File: src/rtl/serial_adder_unit.sv
// Bit-serial adder: drives the upstream operand shift registers and adds A + B + cin one bit per cycle, LSB first.
// The sum and carry-out are presented together with a one-cycle done pulse.
//
// state | meaning
// IDLE  | waiting for start; sum/cout hold the last result
// LOAD  | upstream registers parallel-load; carry, counter and sum are cleared
// ADD   | one sum bit per cycle for WIDTH cycles
// DONE  | sum/cout valid, done pulses for one cycle
module serial_adder_unit #(
    parameter int WIDTH = 8,
    parameter int CNT_W = $clog2(WIDTH + 1)
) (
    input  logic             clk,
    input  logic             reset,
    input  logic             start,
    input  logic             cin,
    input  logic             a_bit,
    input  logic             b_bit,
    output logic             load_mode,
    output logic [WIDTH-1:0] sum,
    output logic             cout,
    output logic             busy,
    output logic             done
);

    localparam logic [1:0] IDLE = 2'd0;
    localparam logic [1:0] LOAD = 2'd1;
    localparam logic [1:0] ADD  = 2'd2;
    localparam logic [1:0] DONE = 2'd3;

    localparam logic [CNT_W-1:0] LAST_BIT = CNT_W'(WIDTH - 1);

    logic [1:0]       state;
    logic [CNT_W-1:0] counter;
    logic             carry;
    logic             bit_sum;
    logic             bit_carry;

    assign bit_sum   = a_bit ^ b_bit ^ carry;
    assign bit_carry = (a_bit & b_bit) | (a_bit & carry) | (b_bit & carry);

    always_ff @(posedge clk or posedge reset) begin
        if (reset) begin
            state   <= IDLE;
            counter <= '0;
            carry   <= 1'b0;
            sum     <= '0;
            cout    <= 1'b0;
        end else begin
            case (state)
                IDLE: begin
                    if (start) state <= LOAD;
                end
                LOAD: begin
                    carry   <= cin;
                    counter <= '0;
                    sum     <= '0;
                    state   <= ADD;
                end
                ADD: begin
                    sum     <= {bit_sum, sum[WIDTH-1:1]};
                    carry   <= bit_carry;
                    counter <= counter + 1'b1;
                    if (counter == LAST_BIT) begin
                        cout  <= bit_carry;
                        state <= DONE;
                    end
                end
                default: begin
                    state <= IDLE;
                end
            endcase
        end
    end

    // Outputs decode directly from state so they are glitch-free and clear with reset.
    assign load_mode = (state == LOAD);
    assign busy      = (state == LOAD) || (state == ADD);
    assign done      = (state == DONE);

endmodule

File: config.mk
export PLATFORM = sky130hd
export DESIGN_NAME = serial_adder_unit
export DESIGN_NICKNAME = d
export VERILOG_FILES = /design/src/rtl/serial_adder_unit.sv
export SDC_FILE = /design/constraint.sdc
export NUM_CORES = 1
export LEC_CHECK = 0
export CAP_MARGIN = 20
export CORE_MARGIN = 3
export CORE_UTILIZATION = 50
export DETAILED_ROUTE_END_ITERATION = 10
export HOLD_SLACK_MARGIN = 0.02
export PLACE_DENSITY = 0.89
export SLEW_MARGIN = 20
export SYNTH_ARGS = -nofsm -noshare
export SYNTH_HDL_FRONTEND = slang
export SYNTH_SLANG_ARGS = --single-unit
File: constraint.sdc
create_clock -name clk -period 2.8 [get_ports clk]
set_clock_uncertainty 0.2 [all_clocks]
set_input_delay 0.56 -clock clk [delete_from_list [all_inputs] [get_ports clk]]
set_output_delay 0.56 -clock clk [all_outputs]
set_load 0.02 [all_outputs]
== Yosys cells after proc, flatten, opt, wreduce, memory -nomap -nowiden ==
Cells that the tools add are included.

* Bits in registers: 16
* Input port bits: 6
* Output and inout port bits: 12
* Logic and storage cells: 30

* Add/sub/neg operators: 1
* Eq/ne operators: 6
* Mux-type cells: 6
* Bitwise gates (word level): 7
* Reduce and logical (&&, ||, !) cells: 5

{| class="wikitable"
|+ Operators with widths
! cell !! count
|-
| 8-bit case mux with 2 select lines || 1
|-
| 4-bit case mux with 2 select lines || 1
|-
| 2-bit case mux with 3 select lines || 1
|-
| 4-bit by 1-bit adder with 4-bit output, second input constant || 1
|-
| 2-bit == test, second input constant || 2
|-
| 4-bit by 3-bit == test with 1-bit output, second input constant || 1
|-
| 2-bit two-way mux || 2
|-
| 2-bit inequality test, second input constant || 2
|-
| 2-bit AND reduction || 2
|-
| 1-bit AND || 3
|-
| 2-bit by 1-bit == test with 1-bit output, second input constant || 1
|-
| 2-bit logical NOT || 1
|-
| 1-bit OR || 2
|-
| 1-bit case mux with 2 select lines || 1
|-
| 2-bit nonzero test || 1
|-
| 1-bit bitwise XOR || 2
|-
| 1-bit logical OR || 1
|}

== Depth between registers and ports, before layout ==
* Word-level depth: 4
* Mapped depth: 5
* Depth with buffers taken out: 5

== Worst setup path before layout ==
OpenSTA, ideal clock, no wires.

* Kind: flip-flop to output port
* Start: reg state[0]
* End: out busy
* Arrival: 0.904 ns
* Data required time: 2.040 ns
* Slack: 1.136 ns
* Cell stages (with the launch flop): 3
* Buffers on the path: 0
* Cell sequence: dfrtp_1 inv_1 ha_1

* Cells in the longest elaborated chain, start to end: 2
* Elaborated cells between the ends (all ways): 3

{| class="wikitable"
|+ RTL lines
! what !! line !! text
|-
| start, declared || 33 || <nowiki>logic [1:0] state;</nowiki>
|-
| start signal, assigned || 44 || <nowiki>state <= IDLE;</nowiki>
|-
| start signal, assigned || 52 || <nowiki>if (start) state <= LOAD;</nowiki>
|-
| start signal, assigned || 58 || <nowiki>state <= ADD;</nowiki>
|-
| 2-bit by 1-bit == test with 1-bit output / 2-bit == test (equally long branches) || 78 || <nowiki>assign busy = (state == LOAD) || (state == ADD);</nowiki>
|-
| 1-bit logical OR (*) || 78 ||
|-
| end, declared || 22 || <nowiki>output logic busy,</nowiki>
|}

Every way passes the cells marked *; elsewhere a longest branch is shown, timed or not.

== Worst setup path after layout ==
Ends and elaborated chain as after synthesis.

==> reports/metrics.csv <==
stage;metric;value;unit
floorplan;initial_util;54.1;%
cts;clock_tree.buffer_depth;2;
logic_synthesis;synthesis.area;825;um^2
sta;worst_hold_slack;0.305;ns
place;dp_hpwl;1130;um
layout;antennaDiodeCount;0;
hold_path;holdCritPathClass;register to register;
cts;post-cts-setup-buffers;0;
cts;ctsHoldBuffers;0;
cts;post_cts.resized_instances;0;
power;power_switching;0.423;mW
logic_synthesis;synth.net_count;96;
setup_path;critPathSlowestCell;sky130_fd_sc_hd__clkdlybuf4s50_1;
layout;num-fill-cells;112;
run_status;run_status;complete, no violations;
sta;setup-tns-final;0;ns
sta;rsz_0062_raised_after_global_routing;false;
setup_path;cp_cell_sequence;inv_1 -> ha_1 -> clkdlybuf4s50_1;
power;seq_power_share;34.8;%
sta;max_slew.worst_pin.slew;0.601;ns
power;pwr-share-clk;15.9;%
detailed_routing;finalWirelength;1540;um
floorplan;die_h;46.6;um
power;p_sw_share;42.4;%
global_routing;antenna_found_initial;0;
sta;fmax;398;MHz
setup_path;worst_setup_path_end_kind;output pin;
detailed_routing;postRouteAntennaNets;0;
layout;final_design_area_no_fill;0.00104;mm^2
place;dp_cells;114;
layout;final_layout_size_suffix_gt1_share;5.88;%
detailed_routing;wire_per_inst;13.0;um
floorplan;ios;18;
setup_path;cp_data_arrival_time;1.75;ns
detailed_routing;dr.first_iter.drc_count;17;
hold_path;hold_path_depth;1;
cts;cts.reportedPaths.clkPinSlew;0.10;ns
layout;layout.area.seq;400;um^2
floorplan;fp.dieArea;0.00217;mm^2
cts;clock_tree.htree_level_count;1;
layout;layout.nets;116;
flow_run;max_cap_viol_count;0;
cts;ctsRootBufferMaster;sky130_fd_sc_hd__clkbuf_4;
power;max-vdd-ir-drop;0.619;mV
global_routing;grt_util_all_layers;16.4;%
setup_path;cp-start-kind;register;
place;port-buffer-count;17;
logic_synthesis;yosys_warnings;0;
power;cellPowerDensity;956;mW/mm^2
setup_path;critPathMaxStageDelay;0.61;ns
logic_synthesis;postSynthCellCount;83;
logic_synthesis;synthesis.area_per_instance;9.93;um^2
detailed_routing;via_count;618;
floorplan;core_area;0.00152;mm^2
global_routing;grt_pass1_wl;2500;um
layout;multiInputGateArea;347;um^2
global_routing;grt_remaining_overflow;0;
logic_synthesis;ys_ff_latch;16;
layout;synthToLayoutAreaGrowth;26.7;%
setup_path;timing_worst_setup_path_type;register to output pin;
sta;finalHoldViolations;0;
logic_synthesis;post_synth_main_area_contributors;sky130_fd_sc_hd__dfrtp_1 (49%), sky130_fd_sc_hd__ha_1 (9.1%), sky130_fd_sc_hd__inv_1 (7.7%);
layout;layoutNonFillerInstCount;118;
sta;finalMaxSlewViolations;0;
setup_path;worst_r2r_path_depth;5;
detailed_routing;detailedRoute.firstPassIterationCount;4;
logic_synthesis;synth_top_area_share;48.6;%
floorplan;rows;14;
cts;clock_tree_from_tritoncts;built;
place;routabilityCongestion;0.743;
sta;setup_viol_count_final;0;
cts;clk_latency;0.29;ns
sta;share_of_the_cycle_needed_by_the_critical_path_after_routing;89.7;%
logic_synthesis;ys_seq_area_share;48.6;%
detailed_routing;route.detailed.drc;0;
cts;cts_buffer_count;3;
layout;commonest_cells_after_routing_fill_and_taps_aside;sky130_fd_sc_hd__inv_1 (17), sky130_fd_sc_hd__clkdlybuf4s50_1 (17), sky130_fd_sc_hd__dfrtp_1 (16);
detailed_routing;route.detailed.vias_per_inst;5.24;
sta;worst_slew_margin_rel;59.9;%
logic_synthesis;synth_largest_area_cell;sky130_fd_sc_hd__dfrtp_1;
power;p_int;0.576;mW
cts;clock-sinks;16;
floorplan;die_w;46.6;um
global_routing;first_global_vias;585;
setup_path;timing.critical_path.required;2.04;ns
logic_synthesis;synth_cell_type_count;24;
sta;fin_crit;2.51;ns
place;dpl_cell_area;0.00101;mm^2
power;leakage;0.507;nW
setup_path;critical_path_peak_fanout;5;
power;power_frac_comb;49.3;%
global_routing;maximum_number_of_pins_on_one_net_before_global_route_repair;25;
[layout make-up]
class	instances	share of cell area, %
sequential	16	38.3
timing repair buffer	18	17.0
clock buffer	4	3.47
multi-input combinational	47	33.2
tap	16	1.92
inverter	17	6.11
[synth_stat cells (all sizes together)]
master   count
a211o        1
a21oi        1
a31oi        1
and3         1
buf          2
clkbuf       1
dfrtp       16
fa           1
ha           6
inv         17
mux2         1
mux2i        2
nand2        2
nand2b       2
nand3        9
nand3b       1
nor2         1
nor2b        2
nor4         1
o211ai       1
o21ai       10
o22ai        2
o2bb2ai      1
o31ai        1
[sequential cells by signal, indices dropped and copies added (netlist names)]
register and cells:
carry 1, cout 1, sum 8, counter 4, state 2
[worst max-delay path, delay by kind of cell, from the launching register on]
family | cells | cell delay, ns
adders and majority gates | 1 | 0.32
buffers and inverters | 2 | 0.72
DFF | 1 | 0.42
[cell families (layout without fill, tap and decap cells)]
group / count (synthesis) / count (layout) / share of synthesized area, %
AO/OA/AOI/OAI: 18 / 18 / 12.9
adder cells (fa/ha/maj): 7 / 7 / 11.5
AND/OR/NAND/NOR: 19 / 19 / 13.8
multiplexers: 3 / 3 / 3.79
flip-flops: 16 / 16 / 48.6
buffers and inverters: 20 / 39 / 9.41
[power groups by stage]
stage	clock network [mW]	logic, mW	registers, mW
after floorplan	0	0.318	0.365
final	0.158	0.493	0.347
after CTS	0.158	0.496	0.347
after global placement	0	0.470	0.347
after global routing	0.166	0.545	0.357
after detailed placement	0	0.493	0.351
[metrics by stage]
stage	power (mW)	utilization, %	setup WS, ns
floorplan	0.682	-	1.14
global placement	0.817	66.2	0.680
detailed placement	0.844	66.2	0.602
CTS	1.00	68.6	0.285
global route	1.07	68.6	0.228
finish	0.999	68.6	0.288
[per-layer routing]
| metal | GRT usage [%] | vias up | part of all wire, % |
|---|---|---|---|
| met1 | 20.4 | 289 | 46 |
| met3 | 4.69 | 2 | 5.1 |
| met4 | 7.18 | 0 | 0.26 |
| met2 | 26.4 | 16 | 49 |
| li1 | - | 311 | - |
| met5 | 0 | - | 0 |
[path summary, 6_finish.rpt]
path	startpoint	end	slack, ns
max	state[0]	busy	0.29
min	counter[0]	counter[0]	0.31
max reg2reg	state[0]	state[0]	0.85
min reg2reg	counter[0]	counter[0]	0.31
max in group asynchronous	reset	sum[4]	1.59
min in group asynchronous	reset	sum[1]	0.43
Power figures use the tool's default switching activity.
